### src/rtl/fetch_queue.sv
// ---------------------------------------------------------------------------
// fetch_queue
//
// Instruction fetch front-end with a small prefetch FIFO. A fetch PC register
// (fpc) walks forward in PC_INC steps and requests instructions from memory
// whenever the queue has room. Each accepted word is stored together with the
// address it came from. The decoder sees the head entry first-word
// fall-through style. A jump flushes the queue and restarts fetching at the
// target.
//
// Ports
//   i_clk       : clock, all state updates on the rising edge
//   i_rst       : synchronous active-low reset
//   o_mem_req   : fetch request to instruction memory (registered state only)
//   o_mem_addr  : fetch address (the fetch PC register)
//   i_mem_ack   : memory accepted the request, i_mem_data valid this cycle
//   i_mem_data  : fetched instruction word
//   o_valid     : head entry available to the decoder
//   o_ir        : head instruction word
//   o_pc        : address of the head instruction
//   o_pc_inc    : o_pc + PC_INC (wraps modulo 2^XLEN)
//   i_ready     : decoder consumes the head entry this cycle
//   i_jump      : redirect fetch to i_jump_pc and flush the queue
//   i_jump_pc   : redirect target
//   o_count     : number of occupied queue entries
// ---------------------------------------------------------------------------
module fetch_queue #(
   parameter int unsigned      XLEN     = 32,
   parameter int unsigned      ILEN     = 16,
   parameter int unsigned      DEPTH    = 4,
   parameter int unsigned      PC_INC   = 2,
   parameter logic [XLEN-1:0]  RESET_PC = '0
) (
   input  logic                       i_clk,
   input  logic                       i_rst,
   output logic                       o_mem_req,
   output logic [XLEN-1:0]            o_mem_addr,
   input  logic                       i_mem_ack,
   input  logic [ILEN-1:0]            i_mem_data,
   output logic                       o_valid,
   output logic [ILEN-1:0]            o_ir,
   output logic [XLEN-1:0]            o_pc,
   output logic [XLEN-1:0]            o_pc_inc,
   input  logic                       i_ready,
   input  logic                       i_jump,
   input  logic [XLEN-1:0]            i_jump_pc,
   output logic [$clog2(DEPTH+1)-1:0] o_count
);

   localparam int unsigned AW = $clog2(DEPTH);
   localparam int unsigned CW = $clog2(DEPTH+1);

   logic [ILEN-1:0] ir_mem [DEPTH];
   logic [XLEN-1:0] pc_mem [DEPTH];

   logic [AW-1:0]   head;
   logic [AW-1:0]   tail;
   logic [CW-1:0]   count;
   logic [XLEN-1:0] fpc;
   logic            run;

   logic            push;
   logic            pop;

   // The request depends only on registered state so that no combinational
   // path exists from the memory handshake or the decoder back to memory.
   assign o_mem_req  = run && (count < CW'(DEPTH));
   assign o_mem_addr = fpc;

   assign o_valid  = (count != '0);
   assign o_count  = count;
   assign o_ir     = ir_mem[head];
   assign o_pc     = pc_mem[head];
   assign o_pc_inc = pc_mem[head] + XLEN'(PC_INC);

   // A jump overrides both handshakes: ack data in the same cycle is dropped
   // and a concurrent pop is absorbed by the flush.
   assign push = o_mem_req && i_mem_ack && !i_jump;
   assign pop  = o_valid && i_ready && !i_jump;

   // Storage needs no reset; it is only observed while the entry is valid.
   always_ff @(posedge i_clk) begin
      if (push) begin
         ir_mem[tail] <= i_mem_data;
         pc_mem[tail] <= fpc;
      end
   end

   // Control state: pointers wrap naturally since DEPTH is a power of two.
   always_ff @(posedge i_clk) begin
      if (!i_rst) begin
         head  <= '0;
         tail  <= '0;
         count <= '0;
         fpc   <= RESET_PC;
         run   <= 1'b0;
      end else begin
         run <= 1'b1;
         if (i_jump) begin
            head  <= '0;
            tail  <= '0;
            count <= '0;
            fpc   <= i_jump_pc;
         end else begin
            if (push) begin
               tail <= tail + AW'(1);
               fpc  <= fpc + XLEN'(PC_INC);
            end
            if (pop) begin
               head <= head + AW'(1);
            end
            case ({push, pop})
               2'b10:   count <= count + CW'(1);
               2'b01:   count <= count - CW'(1);
               default: count <= count;
            endcase
         end
      end
   end

endmodule

### config.mk
export PLATFORM = sky130hd
export DESIGN_NAME = fetch_queue
export DESIGN_NICKNAME = d
export VERILOG_FILES = /design/src/rtl/fetch_queue.sv
export SDC_FILE = /design/constraint.sdc
export NUM_CORES = 1
export LEC_CHECK = 0
export ABC_AREA = 1
export CORE_MARGIN = 2
export CORE_UTILIZATION = 45
export DETAILED_ROUTE_END_ITERATION = 8
export PLACE_DENSITY = 0.71
export SETUP_SLACK_MARGIN = 0.05
export SYNTH_ARGS = -nofsm -noshare
export SYNTH_HDL_FRONTEND = slang
export SYNTH_SLANG_ARGS = --single-unit
### constraint.sdc
create_clock -name i_clk -period 3.79 [get_ports i_clk]
set_clock_uncertainty 0.1 [all_clocks]
set_input_delay 0.5685 -clock i_clk [delete_from_list [all_inputs] [get_ports i_clk]]
set_output_delay 0.5685 -clock i_clk [all_outputs]
set_load 0.02 [all_outputs]
==> results of run 1 <==
[placed cells by master, fill, tap and decap left out, types with 2 or more instances in the layout]
cell               n
nor3_1            14
o22ai_1           17
a21oi_1           27
nor2_2             2
clkbuf_1           2
o21ai_1            2
inv_1            118
nand2_1          492
buf_12             7
clkinv_1           6
xor2_1            22
nand4_1            4
xnor2_1            4
dlygate4sd2_1      7
clkbuf_8           2
clkdlybuf4s50_1  149
a31oi_1           12
edfxtp_1         192
clkbuf_16         27
ha_1               7
o21ai_0           64
or2_2              2
buf_16             2
dlymetal6s2s_1    13
bufinv_16          2
nor2_4             8
a22o_1             2
clkinv_2           2
buf_4             10
nand3_1           99
nand2_2            4
dfxtp_1           40
nor2_1           133
[logic make-up after synthesis]
group / Yosys count / share of synthesized area, %
AO/OA/AOI/OAI: 127 / 6.07
flip-flops: 234 / 58.2
AND/OR/NAND/NOR: 759 / 26.8
adder cells (fa/ha/maj): 8 / 0.948
XOR/XNOR: 26 / 2.01
buffers and inverters: 169 / 6.04
[worst reg2reg max path, cell delays in order (launching register included)]
cell and delay, ps:
dfxtp_1 570, nand3_1 200, nor2_1 480, nand3_1 310
nor2_1 230, nand2_1 70, nand2_1 70, nand3_1 60
a21oi_1 150
[what timing repair did]
item	CTS	global route
hold buffers	0	0
resized for setup	14	23
endpoints found under the setup margin	23	19
buffers inserted	0	4
pin swaps	1	2
cloned	0	4
[state kept, by name, summed over array words and instances, names as in the netlist, named ones only]
name and flops:
o_mem_addr 32, ir_mem 64, pc_mem 128, head 2, run 1, tail 2
o_count 3
[worst paths after layout]
| kind | slack (ps) | cells past startpoint | to | startpoint |
|---|---|---|---|---|
| worst min-delay path | 380 | 2 | flop | head[1]$_SDFFE_PP0P_ |
| worst min register to register | 380 | 2 | flop | head[1]$_SDFFE_PP0P_ |
| worst max register to register | 1490 | 8 | o_mem_addr[24]$_SDFFE_PN0N_ | o_mem_addr[3]$_SDFFE_PN0N_ |
| worst max-delay path | 180 | 10 | o_pc_inc[8] | flop |
[through the flow]
stage,setup WS (ps),total power [mW],util (%),hold WS [ps],instance area (um^2)
2_1_floorplan,10.7,3.16,-,336,11400
3_3_place_gp,462,3.40,54.0,372,13500
3_5_place_dp,390,3.41,54.0,379,13500
4_1_cts,0.432,5.56,57.0,393,14200
5_1_grt,24.4,5.71,57.8,434,14400
6_report,176,5.54,57.8,381,14400
[cell type report]
type | count | area (um^2) | area share, %
timing repair buffer | 193 | 2100 | 14.5
clock buffer | 27 | 611 | 4.23
sequential | 234 | 6610 | 45.8
inverter | 120 | 460 | 3.19
clock inverter | 13 | 118 | 0.816
tap | 330 | 413 | 2.86
multi-input combinational | 920 | 4110 | 28.5
[cell usage after synthesis, drive strengths merged]
master   count
nand2      496
edfxtp     192
nor2       143
inv        120
nand3      100
o21ai       66
dfxtp       42
buf         28
a21oi       27
xor2        22
clkbuf      21
o22ai       17
nor3        14
a31oi       12
ha           7
nand4        4
xnor2        4
a22o         2
or2          2
a2bb2oi      1
a32oi        1
fa           1
o211ai       1
[routing by layer]
metal | global-route usage, % | share of wire [%]
met5 | 0 | 0
met1 | 30.1 | 43
met2 | 35.6 | 47
met3 | 2.62 | 8.2
met4 | 6.36 | 2.7
[power breakdown]
part | internal [mW] | switching, mW
clock network | 1.28 | 0.899
registers | 2.83 | 0.0668
logic | 0.204 | 0.264
==> flow_metrics.tcl, run 1 <==
set metrics [dict create \
    status "complete, no violations" \
    routedWlPerCell_um 16.2 \
    crit_chain "buf_12 -> nor2_1 -> nor2_1 -> o21ai_0 -> nand2_1 -> buf_4 -> nand2_1 -> nor2_4 -> xor2_1 -> clkdlybuf4s50_1" \
    vias_per_cell 5.18 \
    coreArea_um2 25000 \
    critPathMaxFanout 17 \
    grt_pass1_vias 8761 \
    tightest_slew_ps 660 \
    hp-class "reg -> reg" \
    io_buffers 169 \
    fillers 2134 \
    syn_area_um2 11400 \
    ys_ff_latch 234 \
    antenna_cells 0 \
    dp_cells 1789 \
    relSlewSlack_pct 55.7 \
    finalMaxSlewViolations 0 \
    clk_pin_slew_worst_paths_ps 60 \
    rsz0062_at_grt "false" \
    worst-path-buf-inv 3 \
    yosysTopAreaCellShare_pct 50.8 \
    synth_cell_types 30 \
    powerDensity_nw_per_um2 384 \
    slowest_delay_ps 640 \
    grt_remaining_overflow 0 \
    crit_type "reg -> out" \
    cts_htree_levels 1 \
    antenna_left 0 \
    synth_warnings 0 \
    placementRows 58 \
    worstPathRequired_ps 3120 \
    fin_cells 1837 \
    cpLargestDelayFamily "buffers and inverters" \
    first_iter_violations 830 \
    antenna_found_initial 0 \
    grt_max_degree 71 \
    slowest_stage "clkdlybuf4s50_1" \
    hpwl_mm 19.9 \
    period_share_pct 95.4 \
    die_h_um 163 \
    syn_avg_cell_area_um2 8.58 \
    clockBufferDepth 3 \
    vias 9516 \
    numCtsBuffers 22 \
    cts.sinks 234 \
    synth-seq-area-share_pct 58.2 \
    cap_violations 0 \
    synth_fp_nets 1384 \
    final_layout_size_suffix_gt1_share_pct 5.11 \
    post-route-drc-count 0 \
    wirelength_mm 29.7 \
    setup-tns-final_ps 0 \
    die_x_um 163 \
    cts-root-buf "clkbuf_16" \
    fmax_mhz 277 \
    irDropWorstVdd_mv 0.265 \
    ioPinCount 170 \
    track_usage_pct 21.6 \
    nets 1552 \
    fin_crit_ps 3610 \
    clock_latency_ps 500 \
    endpoint_kind "output pin" \
    die_area_um2 26500 \
    yosysTopAreaCell "edfxtp_1" \
    worstPathArrival_ps 2950 \
    hold_viol 0 \
    leakagePower_nw 5.76 \
    initial_utilization_pct 45.5 \
    cts_tree "built" \
    area_growth_pct 27.0 \
    yosys-top-cells-area "edfxtp_1 51%, nand2_1 16%, dfxtp_1 7.4%" \
    grt_pass1_wl_mm 45.1 \
    worstSetupStartpointType "flop" \
    setup_viol 0 \
    place.gp.congestion 0.891 \
    syn_inst 1323 \
    drt_pass1_iterations 5 \
]
Power figures use the tool's default switching activity.
==> inputs of run 2 (changes only) <==
--- a/config.mk
+++ b/config.mk
@@ -9,8 +9,10 @@
 export CORE_MARGIN = 2
 export CORE_UTILIZATION = 45
 export DETAILED_ROUTE_END_ITERATION = 8
+export GPL_TIMING_DRIVEN = 0
 export PLACE_DENSITY = 0.71
 export SETUP_SLACK_MARGIN = 0.05
+export SLEW_MARGIN = 5
 export SYNTH_ARGS = -nofsm -noshare
 export SYNTH_HDL_FRONTEND = slang
 export SYNTH_SLANG_ARGS = --single-unit
==> flow_metrics.tcl, run 2 (synthesis gave the netlist of run 1 again) <==
set metrics [dict create \
    status "complete, no violations" \
    rr_startpoint "o_count[2]$_SDFFE_PP0P_" \
    worstSetupStartpointType "flop" \
    wirelength_mm 31.3 \
    cts_tree "built" \
    initial_utilization_pct 45.5 \
    grt_pass1_wl_mm 47.8 \
    coreArea_um2 25000 \
    routedWlPerCell_um 16.8 \
    cts-root-buf "clkbuf_16" \
    placementRows 58 \
    vias 9722 \
    fin_crit_ps 3600 \
    critPathMaxFanout 10 \
    final_layout_size_suffix_gt1_share_pct 6.83 \
    clock_latency_ps 510 \
    worstPathRequired_ps 3120 \
    powerDensity_nw_per_um2 385 \
    die_area_um2 26500 \
    vias_per_cell 5.20 \
    crit_type "reg -> out" \
    area_growth_pct 26.9 \
    io_buffers 168 \
    place_area_um2 13600 \
    reg2reg_depth 6 \
    utilization_pct 57.7 \
    numCtsBuffers 23 \
    clk_pin_slew_worst_paths_ps 60 \
    grt_pass1_vias 9010 \
    antenna_found_initial 0 \
    grt_max_degree 27 \
    fmax_mhz 278 \
    final_common_cell "nand2_1" \
    r2r_setup_slack_ps 1300 \
    r2r_end "ir_mem[1][2]$_DFFE_PP_" \
    first_iter_violations 1024 \
    leakagePower_nw 5.76 \
    hold_viol 0 \
    period_share_pct 94.9 \
    track_usage_pct 23.3 \
    die_x_um 163 \
    critPathCapture "o_pc_inc[12]" \
    relSlewSlack_pct 40.2 \
    die_h_um 163 \
    hpwl_mm 22.3 \
    crit_chain "buf_2 -> inv_2 -> clkbuf_4 -> nand2_1 -> nand2_1 -> nand2_1 -> nor2_2 -> nand2_1 -> nor2_2 -> xor2_1 -> clkdlybuf4s50_1" \
    cts.sinks 234 \
    setup_viol 0 \
    slowest_delay_ps 610 \
    cap_violations 0 \
    endpoint_kind "output pin" \
    register_area_um2 6610 \
    drt_pass1_iterations 5 \
    post-route-drc-count 0 \
    largest_reg_flops 128 \
    final_cell_mix "488 x nand2_1, 192 x edfxtp_1, 147 x clkdlybuf4s50_1" \
    place.gp.congestion 0.916 \
    antenna_left 0 \
    tightest_slew_ps 895 \
    rsz0062_at_grt "false" \
    worstPathArrival_ps 2930 \
    fillers 2191 \
    top_register "pc_mem" \
    ioPinCount 170 \
    multi_input_area_um2 4140 \
    grt_remaining_overflow 0 \
    nets 1584 \
    final_area_um2 14400 \
    timing.critical_path.mode_cell "nand2_1" \
    cts_htree_levels 1 \
    hp-class "reg -> reg" \
    finalMaxSlewViolations 0 \
    irDropWorstVdd_mv 0.312 \
    clockBufferDepth 3 \
    slowest_stage "clkdlybuf4s50_1" \
]
## run 2: cell types whose count changed in the layout (fill, tap and decap cells not counted), moves of 3 or more
cell / before / now
clkbuf_2: 0 / 9
clkbuf_4: 0 / 4
buf_12: 7 / 4
clkbuf_16: 27 / 23
clkbuf_1: 2 / 18
clkinvlp_4: 1 / 4
nand2_2: 4 / 8
buf_2: 0 / 14
nor2_1: 133 / 130
nand2_1: 492 / 488
clkinv_1: 6 / 2
nor2_2: 2 / 5
## run 2: cell type report
class,count,share of cell area [%]
Sequential cell,234,45.8
Multi-Input combinational cell,920,28.7
Timing Repair Buffer,175,12.6
Clock buffer,28,4.12
Inverter,120,3.14
Tap cell,330,2.86
Buffer,49,1.86
Clock inverter,12,0.868
Antenna cell,1,0.0174
## run 2: repair_timing
action	4_1_cts	5_1_grt
hold endpoints to repair	0	0
buffers inserted	2	0
gates resized for setup	24	35
hold buffers	0	0
endpoints found under the setup margin	27	35
pin swaps	1	2
## run 2: per-layer routing
metal,share of wire (%),vias to the layer above,wire length (um),track usage [%]
li1,-,4741,-,-
met1,42,4480,13200,32.6
met2,47,443,14800,38.3
met3,8.4,58,2620,2.57
met4,2.2,0,682,7.48
met5,0,-,0,0
## run 2: report_power, final
part | switching (mW) | leakage, nW | internal (mW)
sequential | 0.0674 | 2.11 | 2.83
clock | 0.931 | 0.338 | 1.26
combinational | 0.268 | 3.31 | 0.200
## run 2: worst min path at each step
| stage | from | endpoint | slack, ps | cells after the start |
|---|---|---|---|---|
| final | head[1]$_SDFFE_PP0P_ | head[1]$_SDFFE_PP0P_ | 390 | 2 |
| after global routing | head[1]$_SDFFE_PP0P_ | head[1]$_SDFFE_PP0P_ | 430 | 2 |
| after CTS | head[1]$_SDFFE_PP0P_ | head[1]$_SDFFE_PP0P_ | 400 | 2 |
| after detailed placement | head[1]$_SDFFE_PP0P_ | head[1]$_SDFFE_PP0P_ | 380 | 2 |
| after global placement | head[1]$_SDFFE_PP0P_ | head[1]$_SDFFE_PP0P_ | 380 | 2 |
| after floorplan | head[1]$_SDFFE_PP0P_ | flop | 340 | 2 |
## run 2: worst max-delay path, delay by kind of cell (launching register included)
kind | cells | cell delay, ps
buf+inv | 4 | 1150
simple gates | 6 | 810
flops | 1 | 290
xor+xnor | 1 | 160
## run 2: through the flow
step           setup slack (ps)  instances  total power [mW]  setup TNS (ps)  hold WS [ps]
3_3_place_gp              -1910       1821              3.40         -350810           377
4_1_cts                    9.96       1868              5.56               0           397
6_report                    193       1869              5.55               0           394
5_1_grt                    42.6       1868              5.71               0           427
2_1_floorplan              10.7       1323              3.16               0           336
3_5_place_dp                117       1826              3.41               0           383
==> inputs of run 3 (changes only) <==
--- a/config.mk
+++ b/config.mk
@@ -10,7 +10,7 @@
 export CORE_UTILIZATION = 45
 export DETAILED_ROUTE_END_ITERATION = 8
 export GPL_TIMING_DRIVEN = 0
-export PLACE_DENSITY = 0.71
+export PLACE_DENSITY = 0.68
 export SETUP_SLACK_MARGIN = 0.05
 export SLEW_MARGIN = 5
 export SYNTH_ARGS = -nofsm -noshare
==> constraint.sdc (replaced) <==
create_clock -name i_clk -period 3.4 [get_ports i_clk]
set_clock_uncertainty 0.1 [all_clocks]
set_input_delay 0.51 -clock i_clk [delete_from_list [all_inputs] [get_ports i_clk]]
set_output_delay 0.51 -clock i_clk [all_outputs]
set_load 0.02 [all_outputs]
==> flow_metrics.tcl, run 3 (synthesis gave the netlist of run 1 again) <==
set metrics [dict create \
    antenna_cells 0 \
    grt_pass1_wl_mm 48.5 \
    placementRows 58 \
    first_iter_violations 826 \
    vias 9760 \
    setup-tns-final_ps 0 \
    grt_max_degree 27 \
    irDropWorstVdd_mv 0.297 \
    critPathMaxFanout 10 \
    status "complete, no violations" \
    track_usage_pct 23.7 \
    rsz0062_at_grt "true" \
    vias_per_cell 5.20 \
    numCtsBuffers 23 \
    hpwl_mm 22.6 \
    clock_latency_ps 510 \
    endpoint_kind "output pin" \
    hold_viol 0 \
    die_h_um 163 \
    worstPathArrival_ps 2640 \
    fmax_mhz 308 \
    nets 1590 \
    final_common_cell "nand2_1" \
    die_x_um 163 \
    drt_pass1_iterations 5 \
    die_area_um2 26500 \
    post-route-drc-count 0 \
    clk_pin_slew_worst_paths_ps 60 \
    antenna_left 0 \
    powerDensity_nw_per_um2 430 \
    largest_reg_flops 128 \
    clockBufferDepth 3 \
    finalMaxSlewViolations 0 \
    cts_tree "built" \
    routedWlPerCell_um 16.9 \
    setup_viol 0 \
    area_growth_pct 28.6 \
    fin_crit_ps 3250 \
    relSlewSlack_pct 40.6 \
    initial_utilization_pct 45.5 \
    crit_type "reg -> out" \
    cts.sinks 234 \
    antenna_found_initial 0 \
    cts-root-buf "clkbuf_16" \
    final_cell_mix "470 x nand2_1, 192 x edfxtp_1, 132 x clkdlybuf4s50_1" \
    cap_violations 0 \
    hp-class "reg -> reg" \
    period_share_pct 95.5 \
    top_register "pc_mem" \
    coreArea_um2 25000 \
    worstPathRequired_ps 2790 \
    place.gp.congestion 0.902 \
    worstSetupStartpointType "flop" \
    final_layout_size_suffix_gt1_share_pct 9.64 \
    grt_pass1_vias 9133 \
    tightest_slew_ps 888 \
    io_buffers 168 \
    dp_cells 1827 \
    ioPinCount 170 \
    grt_remaining_overflow 0 \
    leakagePower_nw 5.82 \
    wirelength_mm 31.8 \
    cts_htree_levels 1 \
    fin_cells 1876 \
]
run 3: stage by stage:
| stage | cell area [um^2] | util, % | total power [mW] | hold WS [ps] | setup slack [ps] |
|---|---|---|---|---|---|
| 3_5_place_dp | 13600 | 54.6 | 3.81 | 367 | -223 |
| 6_report | 14600 | 58.5 | 6.29 | 376 | 154 |
| 4_1_cts | 14500 | 58.1 | 6.30 | 378 | 47.7 |
| 3_3_place_gp | 13500 | 53.9 | 3.80 | 356 | -2350 |
| 2_1_floorplan | 11400 | - | 3.52 | 336 | -379 |
| 5_1_grt | 14600 | 58.5 | 6.47 | 413 | -14.4 |
run 3: final timing paths:
check | startpoint | to | slack, ps | cells after the start
worst max-delay path | flop | o_pc_inc[17] | 150 | 12
worst min-delay path | head[1]$_SDFFE_PP0P_ | head[1]$_SDFFE_PP0P_ | 380 | 2
worst max register to register | o_count[2]$_SDFFE_PP0P_ | ir_mem[1][7]$_DFFE_PP_ | 920 | 6
worst min register to register | head[1]$_SDFFE_PP0P_ | head[1]$_SDFFE_PP0P_ | 380 | 2
run 3: metal layers:
metal / up-vias / global-route usage, % / part of all wire (%)
met5: - / 0 / 0
met4: 0 / 7.12 / 1.9
met3: 54 / 2.50 / 7.7
met2: 409 / 39.8 / 47
met1: 4545 / 32.6 / 43
li1: 4752 / - / -
run 3: worst max-delay path: stages (launching register included):
cell     delay (ps)
dfxtp_1         300
buf_2           160
buf_4           200
nor2_1          130
o21ai_0         120
nand2_2         190
ha_4            190
nand3_4         110
nor2_4          180
buf_4           140
nand2_1          60
xor2_1          170
buf_4           170
run 3: layout make-up:
type,instances,area [um^2]
fillers,2170,10400
repair buffers,181,1820
inverters,120,455
well taps,330,413
multi-input cells,920,4230
clock inverters,11,111
plain buffers,49,328
flip-flops and latches,234,6610
clock buffers,31,647
run 3: power breakdown:
part	internal, mW	leakage (nW)	switching (mW)
Combinational	0.224	3.34	0.305
Sequential	3.15	2.11	0.0754
Clock	1.49	0.370	1.04
run 3: timing repair:
item                                    CTS  global route
pin swaps                                 4             5
resized for setup                        83            71
hold buffers                              0             0
buffers inserted                          5             2
endpoints found under the setup margin   48            32
